[src/rtl/instr_encoder.sv]
// Packs decoded fields + immediate into RISC-V I/S/B/J words and streams them to instruction memory.
// Define ENC_RANGE_CHECK_EN to reject out-of-range immediates (err/err_count); otherwise they are truncated.
module instr_encoder #(
    parameter int unsigned           ADDR_W    = 8,
    parameter logic [ADDR_W-1:0]     BASE_ADDR = '0
) (
    input  logic              clk,
    input  logic              rst,
    input  logic              start,
    input  logic              in_valid,
    output logic              in_ready,
    input  logic [1:0]        imm_src,
    input  logic [6:0]        opcode,
    input  logic [2:0]        funct3,
    input  logic [4:0]        rd,
    input  logic [4:0]        rs1,
    input  logic [4:0]        rs2,
    input  logic [31:0]       imm,
    output logic              imem_we,
    output logic [ADDR_W-1:0] imem_addr,
    output logic [31:0]       imem_wdata,
    output logic [ADDR_W:0]   words_written,
    output logic              full,
    output logic              err,
    output logic [7:0]        err_count
);

    typedef enum logic [1:0] {
        IMM_I = 2'b00,
        IMM_S = 2'b01,
        IMM_B = 2'b10,
        IMM_J = 2'b11
    } immType_t;

    localparam logic [ADDR_W:0] FULL_COUNT = {1'b1, {ADDR_W{1'b0}}};

    logic [ADDR_W-1:0] ptr;
    logic [31:0]       encoded;
    logic              inRange;
    logic              accept;
    logic [ADDR_W:0]   nextWritten;

    assign in_ready    = !full && !start;
    assign accept      = in_valid && in_ready;
    assign nextWritten = words_written + 1'b1;

    always_comb begin
        encoded = '0;
        case (immType_t'(imm_src))
            IMM_I: encoded = {imm[11:0], rs1, funct3, rd, opcode};
            IMM_S: encoded = {imm[11:5], rs2, rs1, funct3, imm[4:0], opcode};
            IMM_B: encoded = {imm[12], imm[10:5], rs2, rs1, funct3, imm[4:1], imm[11], opcode};
            IMM_J: encoded = {imm[20], imm[10:1], imm[11], imm[19:12], rd, opcode};
            default: encoded = '0;
        endcase
    end

`ifdef ENC_RANGE_CHECK_EN
    // Immediate fits when every bit above the encodable sign bit matches it.
    always_comb begin
        inRange = 1'b0;
        case (immType_t'(imm_src))
            IMM_I, IMM_S: inRange = (&imm[31:11]) || !(|imm[31:11]);
            IMM_B:        inRange = ((&imm[31:12]) || !(|imm[31:12])) && !imm[0];
            IMM_J:        inRange = ((&imm[31:20]) || !(|imm[31:20])) && !imm[0];
            default:      inRange = 1'b0;
        endcase
    end

    always_ff @(posedge clk or posedge rst) begin
        if (rst) begin
            err       <= 1'b0;
            err_count <= '0;
        end else if (start) begin
            err       <= 1'b0;
            err_count <= '0;
        end else if (accept && !inRange) begin
            err <= 1'b1;
            if (err_count != '1) begin
                err_count <= err_count + 1'b1;
            end
        end
    end
`else
    logic unusedImmBits;

    assign inRange       = 1'b1;
    assign err           = 1'b0;
    assign err_count     = '0;
    assign unusedImmBits = ^{imm[31:21], imm[0]};
`endif

    always_ff @(posedge clk or posedge rst) begin
        if (rst) begin
            ptr           <= BASE_ADDR;
            imem_we       <= 1'b0;
            imem_addr     <= '0;
            imem_wdata    <= '0;
            words_written <= '0;
            full          <= 1'b0;
        end else if (start) begin
            ptr           <= BASE_ADDR;
            imem_we       <= 1'b0;
            words_written <= '0;
            full          <= 1'b0;
        end else begin
            imem_we <= 1'b0;
            // full registers alongside the filling strobe so no extra word slips in.
            if (accept && inRange) begin
                imem_we       <= 1'b1;
                imem_addr     <= ptr;
                imem_wdata    <= encoded;
                ptr           <= ptr + 1'b1;
                words_written <= nextWritten;
                full          <= (nextWritten == FULL_COUNT);
            end
        end
    end

endmodule
[config.mk]
export PLATFORM = sky130hd
export DESIGN_NAME = instr_encoder
export DESIGN_NICKNAME = d
export VERILOG_FILES = /design/src/rtl/instr_encoder.sv
export SDC_FILE = /design/constraint.sdc
export NUM_CORES = 1
export LEC_CHECK = 0
export CORE_UTILIZATION = 45
export CTS_BUF_LIST = sky130_fd_sc_hd__clkbuf_16
export DETAILED_ROUTE_END_ITERATION = 10
export PLACE_DENSITY_LB_ADDON = 0.15
export SLEW_MARGIN = 5
export SYNTH_ARGS = -nofsm -noshare
export SYNTH_HDL_FRONTEND = slang
export SYNTH_SLANG_ARGS = --single-unit
[constraint.sdc]
create_clock -name clk -period 3.9 [get_ports clk]
set_input_delay 0.39 -clock clk [delete_from_list [all_inputs] [get_ports clk]]
set_output_delay 0.39 -clock clk [all_outputs]
set_load 0.02 [all_outputs]
==> run summary, run 1 <==
The worst setup path is captured at an output pin. Setup violations remaining at the end of the flow were counted as 0. The average instance in the mapped netlist occupies 11.5 um2. The tools report the final wirelength as 6040 um. The first TritonRoute pass finished after 4 iterations. 0 antenna diodes ended up in the layout. The run gives 0.496 ns as the worst hold margin. Following the worst setup path forward leads to its endpoint at in_ready.

The mean number of vias per cell is 5.01. Critical path required time: 3.51 ns. In this run the vertical extent of the chip is 80.1 um.

The number of synthesized flops with an enable pin was 0; the worst voltage drop across the vdd grid was 0.000282 V. Measured against its own limit, the worst slew margin works out to 39.4%. The detailed router finished its first iteration with 110 violations.

Max-cap violations in this run came to 0. Largest area contributor in the netlist: sky130_fd_sc_hd__dfrtp_1. Setup slack on the critical path of the routed design comes to 1.44 ns. Capture instance of the worst register-to-register path: words_written[6].

Global routing used 20.0% of the available tracks across all layers. Core footprint: 5920 um2. Ranked by total cell area, the synthesized netlist is headed by sky130_fd_sc_hd__dfrtp_1, sky130_fd_sc_hd__mux2_2, sky130_fd_sc_hd__mux2i_1, sky130_fd_sc_hd__nor2_1, sky130_fd_sc_hd__a21oi_1. The via count was 2124. Counting flops and latches in the post-synthesis netlist gives 59.

In this run, post-CTS hold repair placed 0 buffers. Summed over its instances, the top area cell type makes up 53.8% of the synthesized netlist area. The highest net fanout along the worst path was 20; the number of I/O port buffers was 103. The ratio of total power to cell area works out to 450 nW/um2. The commonest cells after synthesis are sky130_fd_sc_hd__dfrtp_1, sky130_fd_sc_hd__nor2_1, sky130_fd_sc_hd__mux2_2, sky130_fd_sc_hd__a21oi_1, sky130_fd_sc_hd__mux2i_1. The clock period could shrink to 2.46 ns.

No sink is reached through more buffers than the 2 on the longest clock path. After the last flow step, the layout net total stands at 409. In this run the count of I/O pins placed on the die edge is 124. The path depth of the worst reg2reg path is 4. The tightest min-delay check is of the flip-flop to flip-flop type.

Derived from the worst setup path, the maximum achievable clock frequency is 0.407 GHz. In the final layout, flip-flops and latches occupy 1480 um2. For the antenna violation net count after detailed routing, the log shows 0.

Setup repair after global routing left no endpoint under its margin. After global routing the overflow that remains totals 0. The share of async-settable or async-resettable flops after synthesis works out to 100%.

OpenSTA, run right after detailed placement, puts the worst setup slack at 1.41 ns. The worst-margin pin slew was 0.908 ns; the mean routed wirelength per cell was 14.2 um. For the final database, setup skew stands at 0.00617 ns. Clock tree synthesis inserted a total of 9 buffers. The total half-perimeter wirelength after legalization and detailed placement is 4150 um. Sequential cells were found to cover 53.8% of the synthesized design area. The beginning of the worst register-to-register path is full.

Relative to the synthesized area, the layout overhead comes to 48.9%. Routability-driven placement finished with a final weighted congestion of 0.808. The top flip-flop cell by instance count after synthesis was sky130_fd_sc_hd__dfrtp_1. Counting the fill cells in the layout gives 484. The placement row count was 28; the count of synthesis-stage warnings from yosys was 0.

Critical path startpoint category: an input port. Yosys instantiated no cell more often than sky130_fd_sc_hd__dfrtp_1. The most critical setup path has its startpoint at start.

The flow ran to the end, and the final reports show no timing, DRC or antenna violations. Counting distinct cell types in the post-synthesis netlist gives 30. The fraction of final layout cells sized beyond drive strength 1 was 13.2%; the via count of the first global-routing pass was 2001. Clock-pin slew was measured on the worst setup and hold paths at 0.05 ns. The tools report the reg2reg setup slack as 2.18 ns.

The H-tree generated during clock tree synthesis spans 3 levels. The logs give 6420 um2 for the overall die area and 4090 um2 for the summed area of non-filler cells in the final layout. The synthesized instance count was 239; the buffers inserted during post-CTS setup optimization was 0.

Root buffer selected by CTS: sky130_fd_sc_hd__clkbuf_16. Summing all multi-input logic gate instances after layout gives 1170 um2. The share of the clock period used by the worst path was 63.0%.

For this design the static power due to leakage is 1.79 nW. The tools report the sum of negative setup slack as 0 ns. For the worst setup path, the data arrival time is 2.07 ns. Entering global routing, the biggest net connects 45 pins. Once the floorplan was initialized, standard cells occupied 46.4% of the core. The horizontal die dimension was 80.1 um. The logs give 0.32 ns for the clock insertion delay at the later pin of the skew report and 0 for the number of antenna violations at the first check in global routing.

TritonCTS built the clock tree. Number of hold violations in the final report: 0. The classification of the worst setup path is input port to output pin. Counting every sink on the clock net gives 59. The logs give 0 for the count of pins over their slew limit and 2750 um2 for the synthesized area.

Gates resized during post-CTS repair numbered 0. In this run the cell area measured after placement is 3800 um2. The first global-routing pass estimated 9620 um of wire. In the routed design, unresolved DRC markers number 0.
state kept, by name, summed over array words and instances, names as in the netlist:
register	flops
ptr	8
imem_wdata	32
imem_addr	8
imem_we	1
words_written	9
full	1
cell families (layout without fill, tap and decap cells):
family,count (synthesis),after routing,share of synthesized area [%]
XOR/XNOR,14,14,5.15
other,1,9,0.137
multiplexers,45,45,17.5
AO/OA/AOI/OAI,28,28,5.47
adder cells (fa/ha/maj),2,2,0.911
buffers and inverters,23,125,4.78
AND/OR/NAND/NOR,67,67,12.3
flip-flops,59,59,53.8
through the flow:
stage                     instances  power (mW)  util (%)
after floorplan                 247       0.914         -
after global placement          408        1.10      64.2
after detailed placement        408        1.10      64.2
after CTS                       424        1.86      69.1
after global routing            424        1.93      69.1
final                           424        1.84      69.1
cells in the final DEF, fill, tap and decap left out, types with 2 or more instances in the layout:
master | Yosys | routed
sky130_fd_sc_hd__a211oi_1 | 2 | 2
sky130_fd_sc_hd__a21oi_1 | 22 | 22
sky130_fd_sc_hd__and3_1 | 3 | 3
sky130_fd_sc_hd__buf_4 | 10 | 3
sky130_fd_sc_hd__clkbuf_16 | 0 | 9
sky130_fd_sc_hd__clkdlybuf4s50_1 | 0 | 103
sky130_fd_sc_hd__clkinv_2 | 0 | 3
sky130_fd_sc_hd__conb_1 | 1 | 9
sky130_fd_sc_hd__dfrtp_1 | 59 | 59
sky130_fd_sc_hd__ha_1 | 2 | 2
sky130_fd_sc_hd__inv_1 | 3 | 3
sky130_fd_sc_hd__mux2_2 | 24 | 24
sky130_fd_sc_hd__mux2i_1 | 21 | 21
sky130_fd_sc_hd__nand2_1 | 9 | 9
sky130_fd_sc_hd__nand2b_1 | 2 | 2
sky130_fd_sc_hd__nand3_1 | 2 | 2
sky130_fd_sc_hd__nand4_1 | 8 | 8
sky130_fd_sc_hd__nor2_1 | 31 | 31
sky130_fd_sc_hd__nor2b_1 | 3 | 3
sky130_fd_sc_hd__nor3_1 | 4 | 4
sky130_fd_sc_hd__o21ai_0 | 2 | 2
sky130_fd_sc_hd__xnor2_1 | 4 | 4
sky130_fd_sc_hd__xor2_1 | 9 | 9
per-layer routing:
metal / GRT usage, % / up-vias / routed length, um
met3: 6.14 / 7 / 508
met1: 26.3 / 1017 / 2700
met4: 8.04 / 0 / 57
met2: 30.7 / 77 / 2780
met5: 0 / - / 0
li1: - / 1023 / -
worst min-delay path by stage:
stage / from / to / depth (start not counted)
2_1_floorplan: ptr[7] / ptr[7] / 1
3_3_place_gp: ptr[7] / ptr[7] / 1
3_5_place_dp: ptr[7] / ptr[7] / 1
4_1_cts: ptr[7] / ptr[7] / 1
5_1_grt: ptr[7] / ptr[7] / 1
6_report: ptr[7] / ptr[7] / 1
power by group:
part,internal (mW),switching [mW]
Clock,0.485,0.266
Combinational,0.201,0.184
Sequential,0.673,0.0323
area by class of cell:
cell class,instances,share of cell area (%)
Timing Repair Buffer,106,25.8
Clock inverter,7,1.47
Inverter,3,0.275
Clock buffer,9,5.51
Sequential cell,59,36.1
Tap cell,75,2.29
Multi-Input combinational cell,165,28.6
critical path, cell delays in order:
cell	delay [ns]
sky130_fd_sc_hd__clkdlybuf4s50_1	0.81
sky130_fd_sc_hd__nor2_1	0.24
sky130_fd_sc_hd__clkdlybuf4s50_1	0.63
Power figures use the tool's default switching activity.
==> run 2, diff against run 1 <==
--- a/config.mk
+++ b/config.mk
@@ -5,7 +5,7 @@
 export SDC_FILE = /design/constraint.sdc
 export NUM_CORES = 1
 export LEC_CHECK = 0
-export CORE_UTILIZATION = 45
+export CORE_UTILIZATION = 42
 export CTS_BUF_LIST = sky130_fd_sc_hd__clkbuf_16
 export DETAILED_ROUTE_END_ITERATION = 10
 export PLACE_DENSITY_LB_ADDON = 0.15
==> constraint.sdc (replaced) <==
create_clock -name clk -period 2.3 [get_ports clk]
set_input_delay 0.23 -clock clk [delete_from_list [all_inputs] [get_ports clk]]
set_output_delay 0.23 -clock clk [all_outputs]
set_load 0.02 [all_outputs]
==> run 2 against run 1 <==
Net effect:
- hold slack got worse by 0.22 ns
- routed wire length decreased by 1.6%
- sequential power increased by 70%
- sequential share of layout area decreased by 0.22 points
- core utilization decreased by 3.9 points
- critical path type is now flip-flop to output pin
- largest cell class unchanged
- highest routed layer unchanged
==> run summary, run 2 (synthesis gave the netlist of run 1 again) <==
For the highest attainable clock frequency, the log shows 0.559 GHz. The run gives 0 as the number of hold violations in the final report. The number of hold buffers added after CTS was 0. The routed design has 5950 um of wire.

Number of antenna violations at the first check in global routing: 0. The min-delay analysis places its worst path in the category input port to asynchronous set/reset pin. In this run the standard cell core region covers 6310 um2.

The final period demand of the worst path works out to 1.79 ns. The register with the most flip-flops in the layout has 32 of them. Number of endpoints failing setup at the final stage: 0. Setup repair after global routing left no endpoint under its margin.

Before antenna repair, the detailed router went through 4 iterations. Leaving out fill and tap cells, the most frequent cell in the layout is sky130_fd_sc_hd__clkdlybuf4s50_1. The library cells used most frequently in the layout, excluding fill and tap cells, are sky130_fd_sc_hd__clkdlybuf4s50_1, sky130_fd_sc_hd__dfrtp_1, sky130_fd_sc_hd__nor2_1.

The tools report the post-route DRC violation count as 0. The via count is 2106, and the number of cells upsized or downsized after cts is 0. Fraction of final layout cells sized beyond drive strength 1: 12.6%. After clock tree synthesis, the clock-pin slew on the worst setup and hold paths is 0.05 ns.

The switching share of total power came out at 25.3%. TritonCTS built the clock tree. The register with the most flip-flops in the final layout is imem_wdata. The root buffer selected by CTS was sky130_fd_sc_hd__clkbuf_16.

The data arrival at the endpoint of the critical path was 1.56 ns. The via count of the first global-routing pass was 1988. The congestion estimate from routability-driven global placement came to 0.754. The die covers 6870 um2. The reported net switching power is 0.779 mW.

The number of I/O port buffers was 103. Summed over all cells, the static leakage comes to 1.80 nW. The mean routed wirelength per cell was 14.0 um. The tools report the placement row count as 29. The part of the total power dissipated in sequential elements was 38.9%; the first-pass GRT wire length was 9850 um. Global routing used 18.2% of the available tracks across all layers. The count of pins over their slew limit is 0, and the mean number of vias per cell is 4.94.

For the TritonCTS buffer count, the log shows 9. The largest registers in the layout are imem_wdata x32, words_written x9. For this run the aggregate overflow at the end of global routing stands at 0. Counting along the longest clock path gives a buffer depth of 2. The horizontal die dimension is 82.9 um, and the starting density of the core is 43.5%. The critical path startpoint category was a flip-flop. The logs give 61 for the number of DRC markers in iteration 0 and 0.278 ns for the worst hold margin.

The repair_antennas step left the layout with diodes totalling 0. Clock share of power: 39.8%. The worst setup path is of the flip-flop to output pin kind.

The flow ran to the end, and the final reports show no timing, DRC or antenna violations. The share of total power dissipated in combinational logic is 21.3%. The clock sink count is 59, and the worst-margin pin slew is 0.514 ns. The headroom to the max-slew limit was 65.7%; the highest net fanout along the worst path was 6. STA puts the critical path data required time at 2.07 ns.

The worst setup path is captured at an output pin. Entering global routing, the biggest net connects 60 pins. The share of the clock period used by the worst path was 77.8%. Dividing total power by cell area gives a power density of 749 nW/um2. For the worst voltage drop across the vdd grid, the log shows 0.000591 V.

The H-tree level count came out at 3. Setup slack closes at 0.511 ns. The net count reported at finish was 410; the clock insertion delay at the later pin of the skew report was 0.31 ns. For the buffers inserted during post-CTS setup optimization, the log shows 0. The wire-length estimate of the detail-placed layout is 4160 um. The number of maximum-capacitance violations is 0, and the antenna violation net count after detailed routing is 0. The sum of negative setup slack is 0 ns. The tools report the final instance count without filler cells as 426. The run gives 411 as the number of placed instances with taps included. The run gives 124 as the count of pins on the block boundary. In this run the vertical extent of the chip is 82.9 um.

OpenSTA, run right after detailed placement, puts the worst setup slack at 0.369 ns. The area growth from synthesis to layout is 49.8%. The clock skew was 0.00537 ns; the cell-internal power was 2.30 mW.
run 2: metrics by stage:
| stage | utilization, % | total power, mW | area [um2] |
|---|---|---|---|
| finish | 65.2 | 3.08 | 4110 |
| detailed placement | 60.8 | 1.88 | 3840 |
| floorplan | - | 1.55 | 2780 |
| CTS | 65.2 | 3.12 | 4110 |
| global placement | 60.8 | 1.87 | 3840 |
| global route | 65.2 | 3.24 | 4110 |
run 2: layout make-up:
cell class / instances / area (um2)
fillers: 525 / 2200
flip-flops and latches: 59 / 1480
multi-input cells: 165 / 1170
repair buffers: 107 / 1090
clock buffers: 9 / 225
well taps: 77 / 96.3
clock inverters: 6 / 50.0
inverters: 3 / 11.3
run 2: worst paths after layout:
check,cells after the start,start,end,slack [ns]
max,2,full,in_ready,0.51
min,2,rst,imem_wdata[18],0.28
max reg2reg,5,words_written[0],words_written[8],0.74
min reg2reg,1,ptr[7],ptr[7],0.50
max in group asynchronous,3,rst,words_written[1],1.45
min in group clk,1,ptr[7],ptr[7],0.50
run 2: layer usage:
layer,up-vias,routed length [um],share of wire (%),global-route usage (%)
met5,-,0,0,0
met4,0,61,1.0,5.64
met3,6,394,6.6,6.16
met2,72,2670,45,26.9
met1,1005,2820,47,25.3
li1,1023,-,-,-
run 2: critical path: stages, from the launching register on:
cell	delay (ns)
sky130_fd_sc_hd__dfrtp_1	0.46
sky130_fd_sc_hd__nor2_1	0.15
sky130_fd_sc_hd__clkdlybuf4s50_1	0.63
run 2: power by group through the flow:
stage / Sequential [mW] / Clock [mW] / Combinational (mW)
2_1_floorplan: 1.33 / 0 / 0.215
3_3_place_gp: 1.21 / 0 / 0.657
3_5_place_dp: 1.22 / 0 / 0.664
4_1_cts: 1.20 / 1.26 / 0.666
5_1_grt: 1.21 / 1.32 / 0.701
6_report: 1.20 / 1.22 / 0.657
